[src/rtl/operand_fetch_if.sv]
// Operand-fetch stage bundle: decoded-instruction input, register-file read port,
// bypass/write-back observation, downstream output and stall status.
interface operand_fetch_if #(
  parameter int unsigned DATA_W = 16,
  parameter int unsigned ADDR_W = 4
);
  logic              inValid;
  logic              inReady;
  logic [3:0]        inOp;
  logic [ADDR_W-1:0] inRsA;
  logic [ADDR_W-1:0] inRsB;
  logic              inUseA;
  logic              inUseB;
  logic [ADDR_W-1:0] inRd;
  logic              inRdWrite;
  logic [DATA_W-1:0] inImm;

  logic [ADDR_W-1:0] rfReadAddrA;
  logic [ADDR_W-1:0] rfReadAddrB;
  logic [DATA_W-1:0] rfReadDataA;
  logic [DATA_W-1:0] rfReadDataB;

  logic              exRdWrite;
  logic [ADDR_W-1:0] exRd;
  logic [DATA_W-1:0] exResult;
  logic              exResultValid;

  logic              wbWrite;
  logic [ADDR_W-1:0] wbAddr;
  logic [DATA_W-1:0] wbData;

  logic              schwapBusy;
  logic              flush;

  logic              outValid;
  logic              outReady;
  logic [3:0]        outOp;
  logic [DATA_W-1:0] outA;
  logic [DATA_W-1:0] outB;
  logic [DATA_W-1:0] outImm;
  logic [ADDR_W-1:0] outRd;
  logic              outRdWrite;

  logic              hazardStall;
  logic [7:0]        stallCount;

  // Stage side
  modport slave (
    input  inValid, inOp, inRsA, inRsB, inUseA, inUseB, inRd, inRdWrite, inImm,
    input  rfReadDataA, rfReadDataB,
    input  exRdWrite, exRd, exResult, exResultValid,
    input  wbWrite, wbAddr, wbData,
    input  schwapBusy, flush, outReady,
    output inReady, rfReadAddrA, rfReadAddrB,
    output outValid, outOp, outA, outB, outImm, outRd, outRdWrite,
    output hazardStall, stallCount
  );

  // Surrounding pipeline side
  modport master (
    output inValid, inOp, inRsA, inRsB, inUseA, inUseB, inRd, inRdWrite, inImm,
    output rfReadDataA, rfReadDataB,
    output exRdWrite, exRd, exResult, exResultValid,
    output wbWrite, wbAddr, wbData,
    output schwapBusy, flush, outReady,
    input  inReady, rfReadAddrA, rfReadAddrB,
    input  outValid, outOp, outA, outB, outImm, outRd, outRdWrite,
    input  hazardStall, stallCount
  );
endinterface

[src/rtl/operand_fetch.sv]
// Operand fetch: register-file read with ex/wb bypass, load-use and schwap-bank
// hazard stalls, and a one-entry output register with full-throughput handshake.
module operand_fetch #(
  parameter int unsigned DATA_W = 16,
  parameter int unsigned ADDR_W = 4
) (
  input logic           clk,
  input logic           resetN,
  operand_fetch_if.slave bus
);
  localparam int unsigned OP_W  = 4;
  localparam int unsigned CNT_W = 8;
  localparam logic [CNT_W-1:0] CNT_MAX = '1;

  typedef enum logic {EMPTY = 1'b0, FULL = 1'b1} state_t;

  state_t            state;
  state_t            stateNext;
  logic              exHitA, exHitB, wbHitA, wbHitB;
  logic              loadUseA, loadUseB, schwapA, schwapB;
  logic              hazard;
  logic              ready;
  logic              accept;
  logic [DATA_W-1:0] operandA, operandB;
  logic [CNT_W-1:0]  stallCnt;

  logic [OP_W-1:0]   opQ;
  logic [DATA_W-1:0] aQ, bQ, immQ;
  logic [ADDR_W-1:0] rdQ;
  logic              rdWriteQ;

  assign bus.rfReadAddrA = bus.inRsA;
  assign bus.rfReadAddrB = bus.inRsB;

  assign exHitA = bus.exRdWrite && (bus.exRd == bus.inRsA);
  assign exHitB = bus.exRdWrite && (bus.exRd == bus.inRsB);
  assign wbHitA = bus.wbWrite && (bus.wbAddr == bus.inRsA);
  assign wbHitB = bus.wbWrite && (bus.wbAddr == bus.inRsB);

  // Youngest producer wins: execute result, then write-back, then register file
  assign operandA = (exHitA && bus.exResultValid) ? bus.exResult :
                    wbHitA ? bus.wbData : bus.rfReadDataA;
  assign operandB = (exHitB && bus.exResultValid) ? bus.exResult :
                    wbHitB ? bus.wbData : bus.rfReadDataB;

  assign loadUseA = bus.inUseA && exHitA && !bus.exResultValid;
  assign loadUseB = bus.inUseB && exHitB && !bus.exResultValid;
  assign schwapA  = bus.inUseA && (bus.inRsA[ADDR_W-1 -: 2] == 2'b11);
  assign schwapB  = bus.inUseB && (bus.inRsB[ADDR_W-1 -: 2] == 2'b11);
  assign hazard   = bus.inValid &&
                    (loadUseA || loadUseB || (bus.schwapBusy && (schwapA || schwapB)));

  assign ready  = ((state == EMPTY) || bus.outReady) && !hazard && !bus.flush;
  assign accept = bus.inValid && ready;

  always_ff @(posedge clk or negedge resetN) begin
    if (!resetN) state <= EMPTY;
    else         state <= stateNext;
  end

  // Flush beats everything; a drain with a simultaneous accept stays FULL
  always_comb begin
    stateNext = state;
    if (bus.flush)                          stateNext = EMPTY;
    else if (accept)                        stateNext = FULL;
    else if (state == FULL && bus.outReady) stateNext = EMPTY;
  end

  always_ff @(posedge clk or negedge resetN) begin
    if (!resetN) begin
      opQ      <= '0;
      aQ       <= '0;
      bQ       <= '0;
      immQ     <= '0;
      rdQ      <= '0;
      rdWriteQ <= 1'b0;
    end else if (accept) begin
      opQ      <= bus.inOp;
      aQ       <= operandA;
      bQ       <= operandB;
      immQ     <= bus.inImm;
      rdQ      <= bus.inRd;
      rdWriteQ <= bus.inRdWrite;
    end
  end

  always_ff @(posedge clk or negedge resetN) begin
    if (!resetN)                           stallCnt <= '0;
    else if (hazard && stallCnt != CNT_MAX) stallCnt <= stallCnt + CNT_W'(1);
  end

  assign bus.inReady     = ready;
  assign bus.hazardStall = hazard;
  assign bus.stallCount  = stallCnt;
  assign bus.outValid    = (state == FULL);
  assign bus.outOp       = opQ;
  assign bus.outA        = aQ;
  assign bus.outB        = bQ;
  assign bus.outImm      = immQ;
  assign bus.outRd       = rdQ;
  assign bus.outRdWrite  = rdWriteQ;
endmodule
[src/flat_wrapper.sv]
// flat-port wrapper written by rule: the top's interface ports become plain ports
module operand_fetch_flat 
#(
  parameter int unsigned DATA_W = 16,
  parameter int unsigned ADDR_W = 4
)
  (clk, resetN, bus_inValid, bus_inOp, bus_inRsA, bus_inRsB, bus_inUseA, bus_inUseB, bus_inRd, bus_inRdWrite, bus_inImm, bus_rfReadDataA, bus_rfReadDataB, bus_exRdWrite, bus_exRd, bus_exResult, bus_exResultValid, bus_wbWrite, bus_wbAddr, bus_wbData, bus_schwapBusy, bus_flush, bus_outReady, bus_inReady, bus_rfReadAddrA, bus_rfReadAddrB, bus_outValid, bus_outOp, bus_outA, bus_outB, bus_outImm, bus_outRd, bus_outRdWrite, bus_hazardStall, bus_stallCount);
  operand_fetch_if #(.DATA_W(DATA_W), .ADDR_W(ADDR_W)) bus_i ();
  input logic clk;
  input logic resetN;
  input wire logic [$bits(bus_i.inValid)-1:0] bus_inValid;
  input wire logic [$bits(bus_i.inOp)-1:0] bus_inOp;
  input wire logic [$bits(bus_i.inRsA)-1:0] bus_inRsA;
  input wire logic [$bits(bus_i.inRsB)-1:0] bus_inRsB;
  input wire logic [$bits(bus_i.inUseA)-1:0] bus_inUseA;
  input wire logic [$bits(bus_i.inUseB)-1:0] bus_inUseB;
  input wire logic [$bits(bus_i.inRd)-1:0] bus_inRd;
  input wire logic [$bits(bus_i.inRdWrite)-1:0] bus_inRdWrite;
  input wire logic [$bits(bus_i.inImm)-1:0] bus_inImm;
  input wire logic [$bits(bus_i.rfReadDataA)-1:0] bus_rfReadDataA;
  input wire logic [$bits(bus_i.rfReadDataB)-1:0] bus_rfReadDataB;
  input wire logic [$bits(bus_i.exRdWrite)-1:0] bus_exRdWrite;
  input wire logic [$bits(bus_i.exRd)-1:0] bus_exRd;
  input wire logic [$bits(bus_i.exResult)-1:0] bus_exResult;
  input wire logic [$bits(bus_i.exResultValid)-1:0] bus_exResultValid;
  input wire logic [$bits(bus_i.wbWrite)-1:0] bus_wbWrite;
  input wire logic [$bits(bus_i.wbAddr)-1:0] bus_wbAddr;
  input wire logic [$bits(bus_i.wbData)-1:0] bus_wbData;
  input wire logic [$bits(bus_i.schwapBusy)-1:0] bus_schwapBusy;
  input wire logic [$bits(bus_i.flush)-1:0] bus_flush;
  input wire logic [$bits(bus_i.outReady)-1:0] bus_outReady;
  output wire logic [$bits(bus_i.inReady)-1:0] bus_inReady;
  output wire logic [$bits(bus_i.rfReadAddrA)-1:0] bus_rfReadAddrA;
  output wire logic [$bits(bus_i.rfReadAddrB)-1:0] bus_rfReadAddrB;
  output wire logic [$bits(bus_i.outValid)-1:0] bus_outValid;
  output wire logic [$bits(bus_i.outOp)-1:0] bus_outOp;
  output wire logic [$bits(bus_i.outA)-1:0] bus_outA;
  output wire logic [$bits(bus_i.outB)-1:0] bus_outB;
  output wire logic [$bits(bus_i.outImm)-1:0] bus_outImm;
  output wire logic [$bits(bus_i.outRd)-1:0] bus_outRd;
  output wire logic [$bits(bus_i.outRdWrite)-1:0] bus_outRdWrite;
  output wire logic [$bits(bus_i.hazardStall)-1:0] bus_hazardStall;
  output wire logic [$bits(bus_i.stallCount)-1:0] bus_stallCount;
  assign bus_i.inValid = bus_inValid;
  assign bus_i.inOp = bus_inOp;
  assign bus_i.inRsA = bus_inRsA;
  assign bus_i.inRsB = bus_inRsB;
  assign bus_i.inUseA = bus_inUseA;
  assign bus_i.inUseB = bus_inUseB;
  assign bus_i.inRd = bus_inRd;
  assign bus_i.inRdWrite = bus_inRdWrite;
  assign bus_i.inImm = bus_inImm;
  assign bus_i.rfReadDataA = bus_rfReadDataA;
  assign bus_i.rfReadDataB = bus_rfReadDataB;
  assign bus_i.exRdWrite = bus_exRdWrite;
  assign bus_i.exRd = bus_exRd;
  assign bus_i.exResult = bus_exResult;
  assign bus_i.exResultValid = bus_exResultValid;
  assign bus_i.wbWrite = bus_wbWrite;
  assign bus_i.wbAddr = bus_wbAddr;
  assign bus_i.wbData = bus_wbData;
  assign bus_i.schwapBusy = bus_schwapBusy;
  assign bus_i.flush = bus_flush;
  assign bus_i.outReady = bus_outReady;
  assign bus_inReady = bus_i.inReady;
  assign bus_rfReadAddrA = bus_i.rfReadAddrA;
  assign bus_rfReadAddrB = bus_i.rfReadAddrB;
  assign bus_outValid = bus_i.outValid;
  assign bus_outOp = bus_i.outOp;
  assign bus_outA = bus_i.outA;
  assign bus_outB = bus_i.outB;
  assign bus_outImm = bus_i.outImm;
  assign bus_outRd = bus_i.outRd;
  assign bus_outRdWrite = bus_i.outRdWrite;
  assign bus_hazardStall = bus_i.hazardStall;
  assign bus_stallCount = bus_i.stallCount;
  operand_fetch #(.DATA_W(DATA_W), .ADDR_W(ADDR_W)) u_core (.clk(clk), .resetN(resetN), .bus(bus_i));
endmodule
[config.mk]
export PLATFORM = sky130hd
export DESIGN_NAME = operand_fetch_flat
export DESIGN_NICKNAME = d
export VERILOG_FILES = /design/src/rtl/operand_fetch_if.sv /design/src/rtl/operand_fetch.sv /design/src/flat_wrapper.sv
export SDC_FILE = /design/constraint.sdc
export NUM_CORES = 1
export LEC_CHECK = 0
export CAP_MARGIN = 20
export CORE_ASPECT_RATIO = 1.2
export CORE_UTILIZATION = 40
export DETAILED_ROUTE_END_ITERATION = 8
export PLACE_DENSITY_LB_ADDON = 0.2
export SYNTH_ARGS = -nofsm -noshare
export SYNTH_HDL_FRONTEND = slang
export SYNTH_SLANG_ARGS = --single-unit
[constraint.sdc]
create_clock -name clk -period 2 [get_ports clk]
set_input_delay 0.3 -clock clk [delete_from_list [all_inputs] [get_ports clk]]
set_output_delay 0.3 -clock clk [all_outputs]
set_load 0.05 [all_outputs]
==> run metrics <==
status=completed; root buf cell=clkbuf_8; clk_skew=~0.0074 ns; Yosys top cell by area=dfrtp_1; gr ovfl total=0; post-detailed-route DRC marker count=0; Fin. Hold Viols=0; Yosys warnings=0; Final Cell Area=roughly 6200 um^2; Seq/Total Area, Yosys=0.4623; critical path class=input pin to primary output; n_diodes=0; Worst Slack Setup Final=~0.0046 ns; worst vdd ir=roughly 0.00048 V; CTS buffer count=9; hpwl dp=slightly below 8000 um; register-to-register setup slack=between 0.2 and 0.3 ns; antenna violations before repair=0; Tmin final=~2.0 ns; RSZ-0062 raised after global routing=yes; Crit path max-delay family=simple AND/OR/NAND/NOR gates; CTS max path bufs=2; crit path cell chain=dlygate4sd2_1, nand2b_4, or4_4, nand2_4, and2_4, nor3_4, buf_6; synth unique cells=38; Tcrit/Tclk final=0.9977; vias per cell=about 4.9; Crit. Startpoint=bus_exResultValid; CP max FO=3; LEAKAGE=between 3 and 4 nW; DIE AREA=9314 um^2; WP data arrival=~1.7 ns; starting density of the core=0.4149; vias in the first global route=between 3000 and 4000; slowest CP cell=or4_4; Peak Freq=501.2 MHz; Synth area leaders=dfrtp_1 46%, nand2_1 9.9%, mux2i_1 9.0%; Placed Area=about 5900 um^2; top cell type's share of synthesized area=0.4623; largest net degree at the start of global routing=between 60 and 70; drt total wl=between 10000 and 15000 um; area delta synth->final=73.06%; Crit Reg-Reg Startpoint=u_core.bus.stallCount[0]; CTS sink cnt=66; main flop type after synthesis=dfrtp_1; CTS tree=done; WP depth=7; measured slew at the worst slew-check pin=0.5667 ns; final setup violation count=0; power per cell area=845.2 nW/um^2; data required time of the worst path=1.70 ns; Critical Path Source Type=input pin; nets=700; Cell Area, Synth=roughly 3600 um^2; Core ar.=between 8000 and 9000 um^2; GP Congestion=a little over 0.8; placed insts=683; post-synthesis sequential element count=66; First-pass DRT Iterations=4; 1st-iter DRT viols=approximately 160; post-route insts no fill=705; average cell area after synthesis=approximately 9.7 um^2; overall routing resource usage=0.2327; clock slew seen by the registers of the worst setup and hold paths=roughly 0.06 ns; Top Ports=between 150 and 200; row count=37; share of post-route cells with drive strength above 1=0.1820; global-route wire length before repair=roughly 17000 um; drt wl/cell=approximately 15 um; Post-synth EDFFs=0; Cells after Synth=roughly 370; Die Y=105.5 um; asr flop ratio synth=1.000; Critical Path End=bus_inReady; r2r worst-path depth=7; Worst R2R End=u_core.bus.stallCount[0]; pre-CTS setup slack=-0.4655 ns; Die Width=between 80 and 90 um; Worst setup EP type=primary output; Rel. slew slack=0.6210; final max-slew violation count=0; max_cap viols=0; Worst Hold Margin=approximately 0.47 ns; max incr delay on CP=0.55 ns; Hold WC Path Type=flip-flop to flip-flop; vias after detailed routing=3488; Port Buffers=roughly 190; antenna-violating nets left=0; Skew-Pair Late Insertion Delay=0.34 ns; H-tree depth=3; Total Power=between 5 and 6 mW; Syn Nets=486; crit path buf inv count=2
stage by stage:
step | setup TNS, ns | utilization
after global routing | -0.04580 | 0.7180
after detailed placement | -23.05 | 0.6829
after global placement | -20.26 | 0.6829
final | 0 | 0.7180
after CTS | -0.1441 | 0.7127
after floorplan | 0 | -
power breakdown:
group	switching [mW]	internal, mW	leakage, nW
logic	1.43	0.931	2.12
registers	0.174	1.59	0.827
clock network	0.490	0.605	0.103
final cells by class:
class | instances | area (um^2)
Clock buffer | 11 | 141.4
Clock inverter | 5 | 53.80
Fill cell | 655 | 2429
Inverter | 6 | 22.52
Multi-Input combinational cell | 269 | 1773
Sequential cell | 66 | 1652
Tap cell | 117 | 146.4
Timing Repair Buffer | 231 | 2394
cells in the mapped netlist, types with 2 or more instances:
cell type  count
clkbuf_1       3
dfrtp_1       66
buf_2          8
nor2b_1        2
and3_1         6
nor2_1        18
a21o_1        16
nand4_1        6
a31oi_1        2
nor3b_1        2
xnor2_1       10
a211oi_1      16
inv_1          6
buf_4         11
nand2_1       94
xor2_1         6
mux2_2        17
buf_6          3
mux2i_1       32
nand2b_1       4
nor3_1         3
nand3_1        5
o21ai_0       18
placed cells by master (no fill, tap or decap), types with 2 or more instances in the layout:
cell type	instances
clkinv_2	3
buf_6	4
clkdlybuf4s50_1	162
buf_12	17
clkbuf_2	2
o21ai_0	18
nand4_1	6
buf_2	6
xor2_1	6
dlymetal6s2s_1	3
mux2i_1	30
a211oi_2	4
dlygate4sd2_1	7
mux2i_2	2
xnor2_1	10
dfrtp_1	66
nand2_1	93
buf_4	28
nor2_1	18
mux2_2	17
and3_1	5
nor3_1	2
clkbuf_8	10
nor2b_1	2
a31oi_1	2
inv_1	5
nand3_1	5
a211oi_1	12
nand2b_1	3
nor3b_1	2
a21o_1	16
per-layer routing:
metal | part of all wire | track usage | routed length (um) | up-vias
met3 | 0.078 | 0.05873 | 811 | 25
li1 | - | - | - | 1691
met1 | 0.39 | 0.2679 | 4074 | 1623
met2 | 0.50 | 0.3945 | 5242 | 149
met4 | 0.030 | 0.1141 | 317 | 0
met5 | 0 | 0 | 0 | -
cells by family after synthesis:
kind of cell,after synthesis,share of synthesized area
AO/OA/AOI/OAI,58,0.1093
multiplexers,49,0.1433
flip-flops,66,0.4623
XOR/XNOR,16,0.03923
buffers and inverters,34,0.06445
AND/OR/NAND/NOR,145,0.1779
adder cells (fa/ha/maj),1,0.003502
registers in the layout, indices dropped and copies added (netlist names):
register / cells
u_core.bus.stallCount: 8
u_core.bus.outB: 16
u_core.bus.outRdWrite: 1
u_core.bus.outValid: 1
u_core.bus.outRd: 4
u_core.bus.outOp: 4
u_core.bus.outImm: 16
u_core.bus.outA: 16
repair_timing:
action                                  in CTS  in global routing
endpoints found under the hold margin       66                  0
setup buffers                                3                  1
pin swaps                                   12                  9
hold buffers                                 1                  0
cloned                                       1                  0
endpoints found under the setup margin      34                 18
gates resized for setup                     44                 15
worst register-to-register path, cell delays in order, from the launching register on:
cell and delay (ns):
dfrtp_1 0.43, ha_1 0.22, nand2_1 0.06, nor2_1 0.18, nand3_1 0.21, and3_1 0.26, buf_4 0.14, xor2_1 0.14
worst min-delay path by stage:
stage,start,endpoint,slack (ns),cells after the start
global placement,resetN,u_core.bus.outImm[0],0.34,2
detailed placement,resetN,u_core.bus.outOp[2],0.34,2
CTS,bus_inImm[9],u_core.bus.outImm[9],0.47,3
finish,u_core.bus.outOp[0],u_core.bus.outOp[0],0.47,2
global route,u_core.bus.outB[0],u_core.bus.outB[0],0.49,1
floorplan,resetN,u_core.bus.outA[0],0.004,0
(Power assumes the default switching activity.)
